`src/rtl/flow_led_pkg.sv`:
```
// Shared types and constants for the LED flow controller.
// Stall detection is built only when LED_FLOW_STALL_DETECT_EN is defined.
package flow_led_pkg;

   typedef enum logic [1:0] {
      IDLE  = 2'd0,
      RUN   = 2'd1,
      STALL = 2'd2
   } flow_state_t;

   localparam int unsigned DEF_NUM_LEDS     = 8;
   localparam int unsigned DEF_STALL_CYCLES = 50_000_000;
   localparam int unsigned ARM_EDGES        = 3;
   localparam logic [31:0] RST_PAT          = 32'h0000_0001;

endpackage

```
`src/rtl/led_flow_ctrl_sync_edge_det.sv`:
```
// Two-flop synchronizer plus delay register giving a one-cycle strobe on
// either edge of an asynchronous input, held off for a few cycles after reset.
module sync_edge_det
   import flow_led_pkg::*;
(
   input  logic clk_in,
   input  logic rst,
   input  logic async_in,
   output logic edge_out
);

   logic       r_sync1;
   logic       r_sync2;
   logic       r_dly;
   logic [1:0] r_arm;
   logic       w_armed;

   assign w_armed = (r_arm == 2'(ARM_EDGES));

   always_ff @(posedge clk_in or posedge rst) begin
      if (rst) begin
         r_sync1 <= 1'b0;
         r_sync2 <= 1'b0;
         r_dly   <= 1'b0;
         r_arm   <= 2'd0;
      end else begin
         r_sync1 <= async_in;
         r_sync2 <= r_sync1;
         r_dly   <= r_sync2;
         // Saturating arm count masks the pipeline filling from reset zeros
         if (!w_armed) r_arm <= r_arm + 2'd1;
      end
   end

   assign edge_out = w_armed & (r_sync2 ^ r_dly);

endmodule

```
`src/rtl/led_flow_ctrl.sv`:
```
// One-hot LED chaser stepped by every edge of an asynchronous tick input.
// Optional tick-loss detector enabled by macro LED_FLOW_STALL_DETECT_EN.
module led_flow_ctrl
   import flow_led_pkg::*;
#(
   parameter int unsigned NUM_LEDS     = DEF_NUM_LEDS,
   parameter int unsigned STALL_CYCLES = DEF_STALL_CYCLES
)(
   input  logic                clk_in,
   input  logic                rst,
   input  logic                tick_in,
   input  logic                en,
   input  logic                dir,
   output logic [NUM_LEDS-1:0] led,
   output logic                step_pulse,
   output logic                stall
);

   logic                w_edge;
   logic                w_step;
   logic [NUM_LEDS-1:0] r_pat;
   logic [NUM_LEDS-1:0] w_pat_rot;
   logic [NUM_LEDS-1:0] w_pat_d;
   flow_state_t         r_state;

   sync_edge_det u_sync_edge_det (
      .clk_in   (clk_in),
      .rst      (rst),
      .async_in (tick_in),
      .edge_out (w_edge)
   );

   assign w_step    = w_edge & en;
   assign w_pat_rot = dir ? {r_pat[0], r_pat[NUM_LEDS-1:1]}
                          : {r_pat[NUM_LEDS-2:0], r_pat[NUM_LEDS-1]};
   assign w_pat_d   = w_step ? w_pat_rot : r_pat;

`ifdef LED_FLOW_STALL_DETECT_EN
   localparam int unsigned CNT_W = $clog2(STALL_CYCLES);
   localparam logic [CNT_W-1:0] CNT_MAX = CNT_W'(STALL_CYCLES - 1);

   logic [CNT_W-1:0] r_cnt;

   // Quiet-cycle counter; saturates at CNT_MAX while stalled
   always_ff @(posedge clk_in or posedge rst) begin
      if (rst) begin
         r_cnt <= '0;
      end else if (!en || w_step) begin
         r_cnt <= '0;
      end else if (r_state != STALL && r_cnt != CNT_MAX) begin
         r_cnt <= r_cnt + CNT_W'(1);
      end
   end
`else
   assign stall = 1'b0;
`endif

   always_ff @(posedge clk_in or posedge rst) begin
      if (rst) begin
         r_state    <= IDLE;
         r_pat      <= NUM_LEDS'(RST_PAT);
         led        <= NUM_LEDS'(RST_PAT);
         step_pulse <= 1'b0;
`ifdef LED_FLOW_STALL_DETECT_EN
         stall      <= 1'b0;
`endif
      end else begin
         step_pulse <= w_step;
         r_pat      <= w_pat_d;
         led        <= w_pat_d;
`ifdef LED_FLOW_STALL_DETECT_EN
         stall      <= 1'b0;
`endif
         case (r_state)
            IDLE: if (en) r_state <= RUN;
            RUN: begin
               if (!en) begin
                  r_state <= IDLE;
`ifdef LED_FLOW_STALL_DETECT_EN
               end else if (!w_step && r_cnt == CNT_MAX) begin
                  r_state <= STALL;
                  led     <= '1;
                  stall   <= 1'b1;
`endif
               end
            end
`ifdef LED_FLOW_STALL_DETECT_EN
            // Pattern keeps its value underneath the all-ones display
            STALL: begin
               if (!en) begin
                  r_state <= IDLE;
               end else if (w_step) begin
                  r_state <= RUN;
               end else begin
                  led   <= '1;
                  stall <= 1'b1;
               end
            end
`endif
            default: r_state <= IDLE;
         endcase
      end
   end

endmodule

```
`config.mk`:
```
export PLATFORM = sky130hd
export DESIGN_NAME = led_flow_ctrl
export DESIGN_NICKNAME = d
export VERILOG_FILES = /design/src/rtl/flow_led_pkg.sv /design/src/rtl/led_flow_ctrl_sync_edge_det.sv /design/src/rtl/led_flow_ctrl.sv
export SDC_FILE = /design/constraint.sdc
export NUM_CORES = 1
export LEC_CHECK = 0
export ABC_AREA = 1
export BUFFER_PORTS_ARGS = -buffer_cell sky130_fd_sc_hd__buf_2
export CAP_MARGIN = 20
export CELL_PAD_IN_SITES_DETAIL_PLACEMENT = 1
export CELL_PAD_IN_SITES_GLOBAL_PLACEMENT = 1
export CORE_UTILIZATION = 36
export CTS_CLUSTER_SIZE = 25
export DETAILED_ROUTE_END_ITERATION = 10
export MAX_ROUTING_LAYER = met4
export PLACE_DENSITY = 0.71
export SLEW_MARGIN = 30
export SYNTH_ARGS = -nofsm -noshare
export SYNTH_HDL_FRONTEND = slang
export SYNTH_SLANG_ARGS = --single-unit
```
`constraint.sdc`:
```
create_clock -name clk_in -period 1.38 [get_ports clk_in]
set_input_delay 0.069 -clock clk_in [delete_from_list [all_inputs] [get_ports clk_in]]
set_output_delay 0.069 -clock clk_in [all_outputs]
set_load 0.03 [all_outputs]
```
==> run metrics <==
status=finished clean; Filler cells=232; RSZ-0062 raised after global routing=no; CP Cell Sequence=ha_1 -> nand2_2 -> nor2_4 -> nand3_1 -> nand2_1; Max Freq=845.0 MHz; Synth warnings=0; Top Ports=15; Data arrival, critical path=1.41 ns; ys async rst share=100.0%; Post-CTS Setup Inserts=0; post-route cell area=802.0 um^2; largest net degree at the start of global routing=15; layout overhead on the synthesized area=21.17%; nets=104; Leakage=0.0004712 uW; Slew headroom=64.27%; most common cell in the netlist=nand2_1; Max-cap violations=0; RR Startpoint=u_sync_edge_det.r_arm[0]$_DFFE_PP0P_; all-layer global routing usage=17.74%; share of layout cells above drive strength 1=25.77%; Worst Skew=0.004444 ns; cell accounting for the most synthesized area=dfrtp_1; DRT iter0 DRCs=2; via/cell ratio=4.434; IO buf count=13; synthesis-stage register bit count=14; Gate Count Post-Synth=80; CP delay by family, top=simple AND/OR/NAND/NOR gates; Logic pwr share=8.4%; first-pass GRT wire length=2415 um; CTS tree=built; Pwr Density=970.7 nW/um^2; slowest CP cell=dfrtp_1; Yosys top cell area share=49.15%; Die ar.=2014 um^2; H-Tree Depth=1; TritonRoute pass-1 iters=2; top cells by count, synth=nand2_1 (41), dfrtp_1 (13), nand3_1 (8); worst-margin pin slew=0.5354 ns; Core Region=1727 um^2; via count=541; HPWL Detailed=1036 um; CTS root buf=clkbuf_4; vias in the first global route=547; Sequential Power Share=53.8%; Initial Util=38.33%; CP max FO=8; hold crit path type=primary input to flop; max-slew violation count=0; Critical Path Source Type=flop; min-delay src=en; number of routed nets with antenna violations=0; number of synthesized flops with an enable pin=0; Req. time, crit path=1.60 ns; ys flop type=dfrtp_1; Post-DP Area=745.7 um^2; gr ovfl total=0; Mapped Area=661.9 um^2; row count=15; wire per inst=11.84 um; final hold vios=0; DIE HEIGHT=44.88 um; Worst VDD drop=0.0004820 V; kind of end point of the critical path=flop; Setup CP Type=flop to flop; period utilization=85.76%; clock tree buffer depth=2; CTS hold repair buffers=2; CTS resizes=0; CP Launch Point=u_sync_edge_det.r_arm[0]$_DFFE_PP0P_; Sw Share=23.71%; register area share after synthesis=53.12%; # clock sinks=14; CP max stage delay=0.37 ns; Final GP Congestion=0.7420; clock transition at the registers of the reported paths=0.09 ns; Synth area leaders=dfrtp_1 (49%), nand2_1 (23%), nand3_1 (6.0%); worst path bufs/invs=0; final setup fails=0; cell internal pwr=593.9 uW; clock share of power=37.8%; Net Sw Power=184.6 uW; DRT Wirelength=1444 um; clock latency on the worst-skew pair=0.28 ns; n_diodes=0; Setup TNS=0 ns; # DRC=0; Syn Area/Cell=8.274 um^2; initial antenna violation count=0; number of library cell types mapped by synthesis=15; Tmin final=1.183 ns; Synthesized Nets=86; register area=351.6 um^2; DIE WIDTH=44.88 um; multi-input logic area=271.5 um^2; Inserted Clock Buffers=3
[power by group through the flow]
stage | Clock, uW | Sequential [uW] | Combinational, uW
after global placement | 0 | 427 | 60.8
final | 294 | 419 | 65.3
after global routing | 329 | 420 | 72.8
after floorplan | 0 | 431 | 42.0
after detailed placement | 0 | 427 | 62.4
after CTS | 315 | 419 | 66.6
[kinds of logic after synthesis]
family | after synthesis | synth area share (%)
mux | 1 | 1.701
other cells | 1 | 0.5666
simple gates | 53 | 35.54
fa+ha+maj | 1 | 1.890
xor+xnor | 1 | 1.323
flops | 14 | 53.12
buf+inv | 9 | 5.861
[through the flow]
stage / worst slack (ns) / power, uW / instances / hold WS [ns] / util, %
detailed placement: 0.2002 / 489.4 / 116 / 0.1379 / 43.19
CTS: 0.1924 / 800.6 / 122 / 0.1574 / 46.45
global placement: 0.2667 / 487.7 / 116 / 0.1378 / 43.19
floorplan: 0.3302 / 472.7 / 80 / -0.04250 / -
finish: 0.1965 / 778.5 / 122 / 0.1691 / 46.45
global route: 0.07184 / 821.9 / 122 / 0.1970 / 46.45
[cell usage in the layout, fill, tap and decap left out, types with 2 or more instances in the layout]
cell type,count
nand2_1,41
buf_2,13
dfrtp_1,13
nand3_1,8
inv_1,5
clkbuf_4,3
nand2_2,2
inv_2,2
dlygate4sd3_1,2
[area by class of cell]
class,instances,area share [%]
inverters,7,3.276
multi-input cells,57,33.85
well taps,25,3.900
clock buffers,4,4.524
repair buffers,15,10.61
flip-flops and latches,14,43.84
[worst paths after layout]
| kind | to | cells past startpoint | slack [ns] |
|---|---|---|---|
| max | led[4]$_DFFE_PP0P_ | 5 | 0.20 |
| min | led[0]$_DFFE_PP1P_ | 5 | 0.17 |
| max reg2reg | led[4]$_DFFE_PP0P_ | 5 | 0.20 |
| min reg2reg | u_sync_edge_det.r_sync2$_DFF_PP0_ | 0 | 0.35 |
| max in group asynchronous | led[0]$_DFFE_PP1P_ | 3 | 0.65 |
| min in group asynchronous | led[4]$_DFFE_PP0P_ | 3 | 0.37 |
[sequential cells by signal (all words and copies together) (netlist names)]
| name | cells |
|---|---|
| u_sync_edge_det.r_arm | 2 |
| step_pulse | 1 |
| u_sync_edge_det.r_dly | 1 |
| u_sync_edge_det.r_sync1 | 1 |
| u_sync_edge_det.r_sync2 | 1 |
| led | 8 |
[worst reg2reg max path: cells and delay by family, from the launching register on]
family                   cells  cell delay, ns
adder cells (fa/ha/maj)      1            0.24
flip-flops                   1            0.37
AND/OR/NAND/NOR              4            0.52
[metal layers]
metal	GRT usage [%]	vias up	wire, um
met5	-	-	0
met4	9.091	0	10
met3	3.600	2	38
met2	25.59	9	645
met1	23.54	254	749
li1	-	276	-
(Power assumes the default switching activity.)
